--- src/rtl/key_cmd_pkg.sv ---
// Shared types and helpers for the key press to game command queue.
package key_cmd_pkg;

  localparam int unsigned NUM_KEYS = 4;

  typedef enum logic [1:0] {
    CMD_LEFT  = 2'b00,
    CMD_RIGHT = 2'b01,
    CMD_ROT   = 2'b10,
    CMD_DROP  = 2'b11
  } cmd_t;

  // Highest-priority pending key: drop > rotate > left > right.
  function automatic cmd_t prio_enc(input logic [NUM_KEYS-1:0] pend);
    if (pend[3])      return CMD_DROP;
    else if (pend[2]) return CMD_ROT;
    else if (pend[0]) return CMD_LEFT;
    else              return CMD_RIGHT;
  endfunction

  function automatic logic [NUM_KEYS-1:0] cmd_onehot(input cmd_t c);
    return NUM_KEYS'(1) << c;
  endfunction

  function automatic logic [2:0] popcount4(input logic [NUM_KEYS-1:0] v);
    return 3'(v[0]) + 3'(v[1]) + 3'(v[2]) + 3'(v[3]);
  endfunction

endpackage

--- src/rtl/cmd_fifo.sv ---
// Synchronous FIFO with a registered occupancy count; push while full is
// accepted only when a pop frees a slot in the same cycle.
module cmd_fifo #(
  parameter int unsigned DEPTH = 4,
  parameter int unsigned WIDTH = 2
) (
  input  logic                     clk,
  input  logic                     rst,
  input  logic                     push,
  input  logic                     pop,
  input  logic [WIDTH-1:0]         din,
  output logic [WIDTH-1:0]         dout,
  output logic [$clog2(DEPTH):0]   count,
  output logic                     full,
  output logic                     empty
);

  localparam int unsigned AW = $clog2(DEPTH);
  localparam int unsigned CW = AW + 1;

  logic [WIDTH-1:0] mem [DEPTH];
  logic [AW-1:0]    wr_ptr;
  logic [AW-1:0]    rd_ptr;
  logic             do_push;
  logic             do_pop;

  always_comb begin
    full    = (count == CW'(DEPTH));
    empty   = (count == '0);
    do_pop  = pop && !empty;
    do_push = push && (!full || do_pop);
    dout    = mem[rd_ptr];
  end

  // Memory is cleared on reset so the head reads 00 while empty after reset.
  always_ff @(posedge clk) begin
    if (rst) begin
      wr_ptr <= '0;
      rd_ptr <= '0;
      count  <= '0;
      for (int i = 0; i < int'(DEPTH); i++) mem[i] <= '0;
    end else begin
      if (do_push) begin
        mem[wr_ptr] <= din;
        wr_ptr      <= wr_ptr + AW'(1);
      end
      if (do_pop) rd_ptr <= rd_ptr + AW'(1);
      count <= count + CW'(do_push) - CW'(do_pop);
    end
  end

endmodule

--- src/rtl/key_cmd_queue.sv ---
// Latches debounced key pulses into a pending set and drains them, one per
// cycle in priority order, into a command FIFO; lost presses are counted.
module key_cmd_queue
  import key_cmd_pkg::*;
#(
  parameter int unsigned DEPTH = 4,
  parameter int unsigned CNT_W = 8
) (
  input  logic             clk,
  input  logic             rst,
  input  logic             key_left,
  input  logic             key_right,
  input  logic             key_rot,
  input  logic             key_drop,
  output logic             cmd_valid,
  output logic [1:0]       cmd_code,
  input  logic             cmd_ready,
  output logic             overflow,
  output logic [CNT_W-1:0] drop_cnt
);

  localparam int unsigned SW = CNT_W + 3;

  logic [NUM_KEYS-1:0]      pulses;
  logic [NUM_KEYS-1:0]      pend;
  logic [NUM_KEYS-1:0]      xfer_mask;
  logic [NUM_KEYS-1:0]      drops;
  cmd_t                     xfer_cmd;
  logic                     xfer;
  logic                     can_accept;
  logic                     fifo_pop;
  logic [1:0]               fifo_dout;
  logic [$clog2(DEPTH):0]   fifo_count;
  logic                     fifo_full;
  logic                     fifo_empty;
  logic [SW-1:0]            drop_sum;
  logic [CNT_W-1:0]         drop_next;

  // Transfer selection and drop accounting.
  always_comb begin
    pulses     = {key_drop, key_rot, key_right, key_left};
    xfer_cmd   = prio_enc(pend);
    fifo_pop   = cmd_ready && !fifo_empty;
    can_accept = !fifo_full || fifo_pop;
    xfer       = (pend != '0) && can_accept;
    xfer_mask  = xfer ? cmd_onehot(xfer_cmd) : '0;
    drops      = pulses & pend & ~xfer_mask;
    drop_sum   = SW'(drop_cnt) + SW'(popcount4(drops));
    drop_next  = (drop_sum[SW-1:CNT_W] != '0) ? '1 : drop_sum[CNT_W-1:0];
    cmd_valid  = (fifo_count != '0);
    cmd_code   = fifo_dout;
  end

  always_ff @(posedge clk) begin
    if (rst) begin
      pend     <= '0;
      overflow <= 1'b0;
      drop_cnt <= '0;
    end else begin
      pend     <= (pend & ~xfer_mask) | pulses;
      drop_cnt <= drop_next;
      if (drops != '0) overflow <= 1'b1;
    end
  end

  cmd_fifo #(
    .DEPTH (DEPTH),
    .WIDTH (2)
  ) u_fifo (
    .clk   (clk),
    .rst   (rst),
    .push  (xfer),
    .pop   (fifo_pop),
    .din   (xfer_cmd),
    .dout  (fifo_dout),
    .count (fifo_count),
    .full  (fifo_full),
    .empty (fifo_empty)
  );

endmodule

--- config.mk ---
export PLATFORM = sky130hd
export DESIGN_NAME = key_cmd_queue
export DESIGN_NICKNAME = d
export VERILOG_FILES = /design/src/rtl/key_cmd_pkg.sv /design/src/rtl/cmd_fifo.sv /design/src/rtl/key_cmd_queue.sv
export SDC_FILE = /design/constraint.sdc
export NUM_CORES = 1
export LEC_CHECK = 0
export ABC_AREA = 1
export CAP_MARGIN = 40
export CORE_MARGIN = 2
export CORE_UTILIZATION = 32
export DETAILED_ROUTE_END_ITERATION = 12
export GPL_ROUTABILITY_DRIVEN = 0
export SLEW_MARGIN = 20
export SYNTH_ARGS = -nofsm -noshare
export SYNTH_HDL_FRONTEND = slang
export SYNTH_SLANG_ARGS = --single-unit
--- constraint.sdc ---
create_clock -name clk -period 4.1 [get_ports clk]
set_input_delay 0.82 -clock clk [delete_from_list [all_inputs] [get_ports clk]]
set_output_delay 0.82 -clock clk [all_outputs]
set_load 0.02 [all_outputs]
==> results of run 1 <==
==> where the power goes <==
group	leakage [nW]	switching (mW)	internal [mW]	total [mW]
Sequential	0.264	0.0325	0.352	0.384
Combinational	0.475	0.153	0.112	0.265
Clock	0.0482	0.106	0.135	0.241
==> stage by stage <==
step | instances | utilization (%) | worst slack [ns] | hold slack (ns)
2_1_floorplan | 179 | - | 0.945 | 0.442
3_3_place_gp | 247 | 38.8 | 0.287 | 0.458
3_5_place_dp | 247 | 38.8 | 0.261 | 0.465
4_1_cts | 255 | 40.9 | 0.564 | 0.477
5_1_grt | 255 | 40.9 | 0.232 | 0.503
6_report | 255 | 40.9 | 0.583 | 0.473
==> worst max-delay path: stages <==
cell	delay, ns
clkdlybuf4s50_1	0.41
nor2_1	0.20
nand2_2	0.13
nand4_1	0.12
nand2_1	0.10
fa_1	0.49
fa_1	0.42
inv_1	0.10
fa_1	0.23
nand3_2	0.11
nor3_2	0.19
nand3_2	0.19
o21ai_0	0.12
nand2_1	0.06
inv_1	0.05
==> cell usage after synthesis, drive strengths merged <==
cell    count  area [sq um]
nand4       2          12.5
inv        34           128
a21boi      1          7.51
clkbuf      1          3.75
o31ai       1          12.5
a21oi      14          70.1
dfxtp      22           440
and3        1          6.26
buf         1          5.00
ha          3          37.5
edfxtp      8           240
nand3       8          50.1
nor2       32           140
xnor2       1          8.76
o21a        1          7.51
fa          4          80.1
nor3        1          10.0
nand2      27           119
o21ai      12          60.1
xor2        3          26.3
o22ai       2          12.5
==> routing by layer <==
metal,vias up,routed length (um)
met5,-,0
met1,505,1230
met2,22,1240
li1,608,-
met3,7,116
met4,0,63
==> flip-flops by register name (all words and copies together), names as in the netlist, named ones only <==
name,cells
u_fifo.rd_ptr,2
u_fifo.wr_ptr,2
u_fifo.count,3
overflow,1
pend,4
u_fifo.mem,8
drop_cnt,8
==> final cells by class <==
type | instances | area (sq um) | area share (%)
clock inverters | 1 | 5.00 | 0.277
inverters | 34 | 128 | 7.07
flip-flops and latches | 30 | 681 | 37.7
clock buffers | 7 | 86.3 | 4.78
well taps | 52 | 65.1 | 3.60
multi-input cells | 113 | 661 | 36.6
repair buffers | 18 | 180 | 9.98
==> cell families after synthesis <==
logic type	after synthesis	share of synthesized area [%]
AOI/OAI and AO/OA	31	11.5
xor gates and xnor gates	4	2.37
adders and majority gates	7	7.96
buffers and inverters	36	9.23
DFF	30	46.1
and+or+nand+nor	71	22.9
==> worst max-delay path by stage <==
stage | startpoint | end | slack (ns) | depth (start not counted)
3_3_place_gp | cmd_ready | drop_cnt[0] | 0.29 | 13
3_5_place_dp | cmd_ready | drop_cnt[7] | 0.26 | 15
5_1_grt | cmd_ready | drop_cnt[0] | 0.23 | 13
4_1_cts | cmd_ready | drop_cnt[0] | 0.56 | 13
6_report | cmd_ready | drop_cnt[5] | 0.58 | 15
2_1_floorplan | cmd_ready | drop_cnt[5] | 0.95 | 14
==> flow_summary.yaml, run 1 <==
outcome:
  status: "completed"
layout:
  fin_area_sq_um: 1810
  layout_common_cells: "inv_1 (32), nor2_1 (28), nand2_1 (22), dfxtp_1 (22), clkdlybuf4s50_1 (18)"
  final_common_cell: "inv_1"
  nets: 216
  antenna_cells: 0
  drive_gt1_share_pct: 10.8
  syn2layout_area_growth_pct: 22.2
  n_fill_cell: 444
sta:
  setup_viol: 0
  setup_tns_ns: 0
  period_needed_ns: 3.52
  fin_skew_ns: 0.00585
  grt_setup_unrepaired: "no"
  fmax_mhz: 284
  hold_viol: 0
  slew_headroom_pct: 62.8
  timing.final.max_slew_violations: 0
  tightestPinTransition_ns: 0.556
  post-route-period-util_pct: 85.8
power:
  ir_drop_v: 0.000217
  leakagePower_nw: 0.788
  fin_total_pwr_mw: 0.890
  power.density_nw_per_um2: 493
hold_path:
  min_path_cells: 2
  hold_class: "flip-flop to flip-flop"
  min_from: "u_fifo.rd_ptr[1]"
synthesis:
  netlist_instances: 179
  synth_cell_types: 28
  synth_area_per_cell_sq_um: 8.26
  syn_nets: 193
  yosys_warnings: 0
  synth_area_sq_um: 1480
  ys_seq_elements: 30
  seq_area_frac_synth_pct: 46.1
clock_network:
  clockRootBuffer: "clkbuf_8"
  postCtsSetupRepairBufs: 0
  clockBufferDepth: 2
  clk_pin_slew_ns: 0.06
  cts_tree: "built"
  numCtsBuffers: 5
  postCtsHoldBufs: 0
  cts.sinks: 30
  htreeDepth: 2
  clk_latency_ns: 0.28
  cts_resized: 0
setup_path:
  r2r-end: "drop_cnt[5]"
  arrival_ns: 3.74
  crit_fanout: 8
  startpoint_type: "primary input"
  required_ns: 4.33
  r2r_start: "u_fifo.count[1]"
  setup.worst_path.class: "primary input to flip-flop"
  reg2regPathDepth: 14
  critPathCaptureType: "flip-flop"
  ff2ff_setup_slack_ns: 1.10
grt:
  grt_pass1_wl_um: 4840
  met3_usage_pct: 3.61
  grt.met1_usage_pct: 14.5
  grt_max_degree: 14
  grt.total_usage_pct: 12.2
  gr-usage-met2_pct: 20.0
  gr-max-usage-layer: "met2"
  overflow: 0
  antenna_found_initial: 0
  grt_pass1_vias: 1133
floorplan:
  die_y_um: 72.0
  initial_core_util_pct: 33.5
  num_rows: 24
  io_pins: 19
  die_w_um: 72.0
  core_area_sq_um: 4410
  die-area_sq_um: 5180
place:
  hpwl_um: 2020
  place_area_sq_um: 1710
  io_buffers: 18
detailed_routing:
  drt_first_iter_violations: 39
  viasPerCell: 4.48
  wirelength_um: 2650
  drt_pass1_iterations: 4
  post_drt_wl_per_cell_um: 10.4
  vias: 1142
  ant_nets: 0
  drc: 0
job:
  maxCapViolations: 0
Power figures use the tool's default switching activity.
==> run 2, diff against run 1 <==
--- a/config.mk
+++ b/config.mk
@@ -11,6 +11,7 @@
 export CORE_UTILIZATION = 32
 export DETAILED_ROUTE_END_ITERATION = 12
 export GPL_ROUTABILITY_DRIVEN = 0
+export SKIP_LAST_GASP = 1
 export SLEW_MARGIN = 20
 export SYNTH_ARGS = -nofsm -noshare
 export SYNTH_HDL_FRONTEND = slang
==> results of run 2 <==
The final DEF is identical to that of run 1; final timing and power are the same.
